### src/rtl/sort_select_pipe.sv
// sort_select_pipe: N-stage odd-even transposition sorter with a per-beat
// rank select on the output. Each compare layer is followed by a register
// layer. One global enable stalls the whole pipe, and bubbles travel with
// their slots.

// Single compare-exchange lane: the smaller value goes to lo. On a tie no
// swap is made, so the original order is kept.
module sort_cmpx #(
  parameter int WIDTH = 8
) (
  input  logic [WIDTH-1:0] a,
  input  logic [WIDTH-1:0] b,
  output logic [WIDTH-1:0] lo,
  output logic [WIDTH-1:0] hi
);
  logic swap;

  // Swap only when the upper element is strictly smaller.
  always_comb begin
    swap = (b < a);
    lo   = swap ? b : a;
    hi   = swap ? a : b;
  end
endmodule

module sort_select_pipe #(
  parameter int WIDTH = 8,
  parameter int N     = 7,
  parameter int RW    = (N > 1) ? $clog2(N) : 1
) (
  input  logic                 clk,
  input  logic                 rst,
  input  logic                 in_valid,
  output logic                 in_ready,
  input  logic [N*WIDTH-1:0]   in_data,
  input  logic [RW-1:0]        in_rank,
  output logic                 out_valid,
  input  logic                 out_ready,
  output logic [WIDTH-1:0]     out_data,
  output logic [N*WIDTH-1:0]   out_sorted
);

  // One pipeline slot: the partially sorted vector plus the rank that
  // travels with it. The packed data layout matches the flat port layout.
  typedef struct packed {
    logic [N-1:0][WIDTH-1:0] data;
    logic [RW-1:0]           rank;
  } beat_t;

  beat_t           stg [1:N];
  logic [N:1]      vld_pipe;
  logic            en;

  // lin[s] feeds compare layer s, and lout[s] is that layer's result.
  logic [WIDTH-1:0] lin  [N][N];
  logic [WIDTH-1:0] lout [N][N];

  assign en       = !vld_pipe[N] || out_ready;
  assign in_ready = en;

  // Layer 0 reads the input beat. Layer s reads stage s.
  for (genvar s = 0; s < N; s++) begin : g_src
    for (genvar i = 0; i < N; i++) begin : g_el
      if (s == 0) begin : g_in
        assign lin[s][i] = in_data[i*WIDTH +: WIDTH];
      end else begin : g_stg
        assign lin[s][i] = stg[s].data[i];
      end
    end
  end

  // Even layers pair (0,1),(2,3),... and odd layers pair (1,2),(3,4),...
  // An element that is left out of a pair passes straight through.
  for (genvar s = 0; s < N; s++) begin : g_lay
    for (genvar i = 0; i < N; i++) begin : g_el
      if (((i % 2) == (s % 2)) && (i + 1 < N)) begin : g_cx
        sort_cmpx #(.WIDTH(WIDTH)) u_cx (
          .a  (lin[s][i]),
          .b  (lin[s][i+1]),
          .lo (lout[s][i]),
          .hi (lout[s][i+1])
        );
      end else if (!((i >= 1) && (((i - 1) % 2) == (s % 2)))) begin : g_pass
        assign lout[s][i] = lin[s][i];
      end
    end
  end

  // Stage registers and the valid shift chain. All of them advance together
  // on en. Reset clears everything and wins over any accept.
  always_ff @(posedge clk) begin
    if (rst) begin
      vld_pipe <= '0;
      for (int k = 1; k <= N; k++) stg[k] <= '0;
    end else if (en) begin
      vld_pipe     <= {vld_pipe[N-1:1], in_valid};
      stg[1].rank  <= in_rank;
      for (int i = 0; i < N; i++) stg[1].data[i] <= lout[0][i];
      for (int k = 2; k <= N; k++) begin
        stg[k].rank <= stg[k-1].rank;
        for (int i = 0; i < N; i++) stg[k].data[i] <= lout[k-1][i];
      end
    end
  end

  assign out_valid  = vld_pipe[N];
  assign out_sorted = stg[N].data;

  // Rank mux. Any rank with no matching index (rank >= N) falls to the
  // default, which is the maximum element.
  always_comb begin
    out_data = stg[N].data[N-1];
    for (int i = 0; i < N - 1; i++) begin
      if (stg[N].rank == RW'(i)) out_data = stg[N].data[i];
    end
  end

endmodule

### config.mk
export PLATFORM = sky130hd
export DESIGN_NAME = sort_select_pipe
export DESIGN_NICKNAME = d
export VERILOG_FILES = /design/src/rtl/sort_select_pipe.sv
export SDC_FILE = /design/constraint.sdc
export NUM_CORES = 1
export LEC_CHECK = 0
export ABC_AREA = 1
export CAP_MARGIN = 25
export CORE_MARGIN = 1
export CORE_UTILIZATION = 55
export CTS_BUF_LIST = sky130_fd_sc_hd__clkbuf_8
export DETAILED_ROUTE_END_ITERATION = 6
export HOLD_SLACK_MARGIN = 0.12
export PLACE_DENSITY = 0.74
export SYNTH_ARGS = -nofsm -noshare
export SYNTH_HDL_FRONTEND = slang
export SYNTH_SLANG_ARGS = --single-unit
### constraint.sdc
create_clock -name clk -period 18.1 [get_ports clk]
set_input_delay 2.715 -clock clk [delete_from_list [all_inputs] [get_ports clk]]
set_output_delay 2.715 -clock clk [all_outputs]
set_load 0.005 [all_outputs]
[Word level (Yosys, flattened, before mapping)]
Memories as Yosys holds them, arrays and structs flattened.
Cells that the tools add are included.
Word-level totals
  input bits: 63
  logic and storage cells: 196
  register bits: 7
  output and inout port bits: 66
  memory bits (writable): 413
  memories kept: 1
Memory list
  stg: depth 7, bits a word 59, rd ports 7, clocked after Yosys merged registers in 0, write ports 7, RTL line 50  | beat_t stg [1:N];
Operators by class
  reductions and logical operators: 3
  multiplexer cells: 109
  bitwise operators: 56
  eq/ne operators: 5
  $lt $le $gt $ge: 21
Operators with widths (count)
  8-bit two-way mux: 97
  8-bit less-than comparator: 21
  1-bit bitwise OR: 56
  3-bit two-way mux: 7
  3-bit by 2-bit == test with 1-bit output (second input constant): 2
  3-bit == test (second input constant): 2
  1-bit two-way mux: 5
  3-bit by 1-bit == test with 1-bit output (second input constant): 1
  3-bit zero test: 1
  1-bit zero test: 1
  1-bit logical OR: 1

[Logic depth before layout (Yosys ltp)]
  depth in word-level cells: 7
  depth in mapped cells: 11
  depth with buffers taken out: 10

[Cells and area by module]
A second synthesis with hierarchy kept.
Second synthesis, totals
  cells, all modules: 3279
  area, all modules: 26998.4 um2
By module, submodules not included
  sort_select_pipe: cells each 1515, times used 1, seq. area each 12542.0 um2, area an instance 17092.6 um2
  sort_cmpx: cells each 84, times used 21, seq. area each 0.0 um2, area an instance 471.7 um2

[Worst setup path before layout]
No wires, ideal clock.
  kind: input port to flip-flop
  start point: in out_ready
  end point: reg, netlist name stg[0][100]
  library setup time: 0.937 ns
  slack: 2.923 ns
  required time: 17.163 ns
  path buffers: 1
  stages on the path: 4
  arrival time: 14.240 ns
  cells stage by stage: nor2_1 inv_1 or2_2 clkbuf_1
RTL lines
  start, declared: RTL line 38  | input logic out_ready,

[Worst setup path after layout]
  start point: in out_ready
  end point: out in_ready
Between the ends
  word-level cells in the longest chain between the ends: 1
Ends and longest elaborated chain
  1-bit logical OR: RTL line 58  | assign en = !vld_pipe[N] || out_ready;
  end, declared: RTL line 34  | output logic in_ready,
Every way passes these cells.

==> results.json <==
{
  "grt_max_degree": 243,
  "cap_violations": 0,
  "postSynthCellCount": 2904,
  "critPathRequiredTime_ns": 15.39,
  "seq_area_frac_synth": 0.4991,
  "cts_buffers": 70,
  "period_share": 0.3673,
  "track_usage": 0.2130,
  "die_y_um": 215.8,
  "drv_slew": 0,
  "hp-class": "register to register",
  "port_buffers": 128,
  "gp_congestion": 0.9311,
  "io_pins": 129,
  "preCtsSetupSlack_ns": 11.45,
  "layout_commonest_cell": "nand2_1",
  "layout_common_cells": "nand2_1, nor2_1, edfxtp_1, a21oi_1, inv_1",
  "async_flop_share": 0,
  "drtIter0Drc": 1066,
  "final_cells": 3525,
  "whs_ns": 0.4748,
  "core_region_area_um2": 44610,
  "drc": 0,
  "finalNetCount": 3090,
  "finClkSkew_ns": 0.02265,
  "cts_tree": "built",
  "pwr_density_cell_nw_per_um2": 156.1,
  "dieArea_um2": 46550,
  "die_w_um": 215.8,
  "dp.cells": 3399,
  "routed_wl_um": 49240,
  "fin_crit_ns": 6.649,
  "startpoint_type": "primary input",
  "status": "completed",
  "clk_latency_ns": 0.61,
  "htree_levels": 3,
  "grt_overflow": 0,
  "syn-cell-area_um2": 25130,
  "vias": 18854,
  "critical_path_class": "primary input to primary output",
  "hold_buffers": 0,
  "cts-root-buf": "clkbuf_8",
  "clock_path_buffers": 3,
  "antenna_found_initial": 0,
  "design_area_um2": 27320,
  "setup-tns-final_ns": 0,
  "start_util": 0.5634,
  "p_leak_nw": 12.33,
  "setup_violations": 0,
  "ys_warn_count": 0,
  "cp-end-kind": "primary output",
  "synth_ff_type": "edfxtp_1",
  "antenna_left": 0,
  "cts_resized": 0,
  "hold_violations": 0,
  "firstDrtPassIters": 5,
  "arrival_ns": 3.93,
  "syn2layout_area_growth_pct": 8.723,
  "post_cts_buffers": 0,
  "clkTransAtPathRegs_ns": 0.05,
  "routed_via_density": 5.349,
  "synth-edff-count": 413,
  "wl_per_cell_um": 13.97,
  "ys_seq_elements": 420,
  "std_cell_rows": 77,
  "p_total_mw": 4.265,
  "ir_drop_uv": 66.88,
  "max_slew_margin": 0.2845,
  "grt_pass1_wl_um": 81880,
  "syn_area_per_cell_um2": 8.654,
  "syn-num-nets": 3114,
  "layout-drive-gt1-share": 0.03887,
  "worst_pin_slew_ns": 1.073,
  "placed_area_um2": 26000,
  "synth.distinct_cells": 28,
  "max_freq_ghz": 0.1504,
  "setup_slack_ns": 11.45,
  "path_max_fanout": 3,
  "dp_hpwl_um": 34220,
  "final_core_util": 0.6125,
  "grt_pass1_vias": 17533,
  "rsz0062_at_grt": "no",
  "clock-sinks": 420,
  "diodes": 0
}
-- worst paths after layout --
path / from / endpoint / slack (ns) / depth (start not counted)
setup reg to reg: vld_pipe[7] / stg[0][417] / 14.67 / 7
hold / removal: vld_pipe[1] / vld_pipe[1] / 0.47 / 2
setup / recovery: out_ready / in_ready / 11.45 / 4
hold reg to reg: vld_pipe[1] / vld_pipe[1] / 0.47 / 2
-- power by group --
group	internal [mW]	leakage [nW]	total (mW)	switching, mW
clock	0.406	0.745	0.767	0.360
combinational	0.776	6.64	1.94	1.16
sequential	1.41	4.94	1.56	0.155
total	2.59	12.3	4.27	1.68
-- registers in the layout, summed over array words and instances (netlist names) --
signal    count
stg         413
vld_pipe      7
-- critical path, cell delays in order --
cell             delay (ns)
clkdlybuf4s50_1        0.40
nor2_1                 0.24
inv_1                  0.12
clkdlybuf4s50_1        0.47
-- Yosys cell counts, types with 2 or more instances --
library cell / n / share of area
a21oi_1: 402 / 0.080
buf_1: 6 / 0.00090
buf_2: 98 / 0.020
buf_4: 56 / 0.017
buf_6: 2 / 0.00090
clkbuf_1: 69 / 0.010
clkbuf_8: 2 / 0.0011
dfxtp_1: 7 / 0.0056
edfxtp_1: 413 / 0.49
ha_1: 147 / 0.073
inv_1: 292 / 0.044
inv_2: 2 / 0.00030
nand2_1: 495 / 0.074
nand3_1: 222 / 0.044
nand3b_1: 175 / 0.052
nor2_1: 452 / 0.068
o21a_1: 21 / 0.0063
o21ai_0: 22 / 0.0044
o22ai_1: 5 / 0.0012
or2_0: 2 / 0.00050
or2_2: 7 / 0.0017
-- final cells by class --
type	instances	area [um2]
fillers	3739	17280
clock inverters	51	271.5
clock buffers	74	1018
repair buffers	137	1394
flip-flops and latches	420	12540
inverters	294	1104
multi-input cells	1957	10250
well taps	592	740.7
-- cell families after synthesis --
logic type	synth area share
and+or+nand+nor	0.2424
buffers and inverters	0.09335
AOI/OAI and AO/OA	0.09196
DFF	0.4991
adders and majority gates	0.07319
-- metal layers --
metal / track usage / wire length [um] / part of all wire / vias up
met3: 0.03552 / 2120 / 0.043 / 123
met4: 0.1012 / 1853 / 0.038 / 0
met1: 0.2556 / 21100 / 0.43 / 8577
met2: 0.3720 / 24160 / 0.49 / 501
met5: 0 / 0 / 0 / -
li1: - / - / - / 9653
Note: power is estimated with default switching activity, not from simulation.
==> patch, RTL diff (same flow settings) <==
`WIDTH` is set to 8 in 2 places; all go to 10.
--- a/src/rtl/sort_select_pipe.sv
+++ b/src/rtl/sort_select_pipe.sv
@@ -7,5 +7,5 @@
 // swap is made, so the original order is kept.
 module sort_cmpx #(
-  parameter int WIDTH = 8
+  parameter int WIDTH = 10
 ) (
   input  logic [WIDTH-1:0] a,
@@ -25,5 +25,5 @@
 
 module sort_select_pipe #(
-  parameter int WIDTH = 8,
+  parameter int WIDTH = 10,
   parameter int N     = 7,
   parameter int RW    = (N > 1) ? $clog2(N) : 1
Interface: changed (resized in_data, out_data and out_sorted); port bits go from 129 to 159. The function was not compared with the original's and may differ.
==> patch against the unedited design <==
- power is 22% higher
- setup slack better by 0.086 ns
- wire length is 22% higher
- sequential power is 27% higher
- combinational power is 18% higher
- sequential cell count is 98 higher
- die area is 20% higher
- synthesized cell count is 31% higher
- design area is 22% higher
- critical path depth stayed put
- synthesized area is 21% higher
==> patch: results (changes against the unedited design) <==
| Metric | Value |
|---|---|
| Outcome | completed |
| Worst hold slack after final layout | 0.480 ns (+0.00529 ns) |
| Sequential-to-total area share from yosys stat | 51.1% (+1.2 points) |
| Layout buffering overhead excluding clock cells | 5.61% (+0.50 points) |
| Relative area of clock buffers and inverters in the final design | 4.62% (-0.10 points) |
| Detail Route met3 WL | 2460 µm (+16%) |
| Post-synth EDFFs | 511 (+24%) |
| Worst slack after detailed placement | 10.83 ns (-0.622 ns) |
| Clock buffer instance count of the final layout | 90 (+22%) |
| Number of detailed-route iterations in the first pass | 6 (+1) |
| Detail-routed via count per cell | 4.81 (-10%) |
| Critical Path AT | 3.85 ns (-0.08 ns) |
| Vias in the first global route | 20,400 (+16%) |
| Static Leak | 15.9 nW (+29%) |
| Sequential standard cell area | 15,500 µm² (+23%) |
| Met1 Use GR | 28.5% (+2.9 points) |
| Area Growth Syn to Fin | 9.96% |
| Most numerous cell types in the synthesized netlist | 1,041 x nand2_1, 994 x nor2_1, 571 x inv_1 |
| Layout cells sized above 1 | 3.75% (-0.14 points) |
| Slack of the worst reg-to-reg path | 13.77 ns (-0.90 ns) |
| Count of filler cells inserted in the layout | 4,666 (+25%) |
| Wire length per cell after detailed routing | 13.0 µm (-7.1%) |
| Number of inverters outside the clock class in the layout | 575 (+96%) |
| Routability-driven placement congestion ratio | 0.932 (+0.14%) |
| Largest cells by area after synthesis | edfxtp_1 51%, nand2_1 13%, nor2_1 12% |
| Routing usage on met2 | 37.1% (-0.064 points) |
| Fin cells | 4,616 (+31%) |
| Crit path largest cell delay | 0.45 ns (-0.02 ns) |
| Count of non-CTS buffers in the layout | 192 (+40%) |
| CTS sink count | 518 (+23%) |
| Detailed Route Iter0 Violations | 1,638 (+54%) |
| Dpl cell area | 31,800 µm² (+22%) |
| Input/output buffers | 158 (+23%) |
| Average cell area after synthesis | 7.97 µm² (-7.9%) |
| DP HPWL | 43,000 µm (+26%) |
| Reg-to-Reg End | stg[0][207]$_SDFFCE_PN0P_ |
| Pin count of the biggest net entering global routing | 96 (-60%) |
| Wire length of the first global-routing pass | 99,300 µm (+21%) |
| Worst vdd ir | 0.0859 mV (+28%) |
| Count of multi-input combinational gates | 2,486 (+27%) |
| Clock Latency Late Sink | 0.67 ns (+0.06 ns) |
[patch: cell count changes after synthesis, moves of 98 or more]
cell      delta
nor2_1     +542
nand3b_1   -175
edfxtp_1    +98
nand3_1    -129
a21oi_1    -317
inv_1      +279
nand2_1    +546
[patch: report_power, final]
part           total, W  switching (W)  internal, W
Clock          0.000937       0.000451     0.000486
Combinational   0.00229        0.00146     0.000834
Sequential      0.00198       0.000221      0.00175
Total           0.00521        0.00213      0.00307
[patch: logic make-up (layout without fill, tap and decap cells)]
| family | after synthesis | in the layout | share of synthesized area (%) |
|---|---|---|---|
| DFF | 518 | 518 | 51.1 |
| buffers and inverters | 797 | 916 | 11.3 |
| AOI/OAI and AO/OA | 154 | 154 | 2.74 |
| adders and majority gates | 189 | 189 | 7.80 |
| and+or+nand+nor | 2143 | 2143 | 27.1 |
[patch: worst min-delay path: stages, from the launching register on]
cell and delay (ns):
dfxtp_1 0.30, inv_1 0.07, o21ai_1 0.07
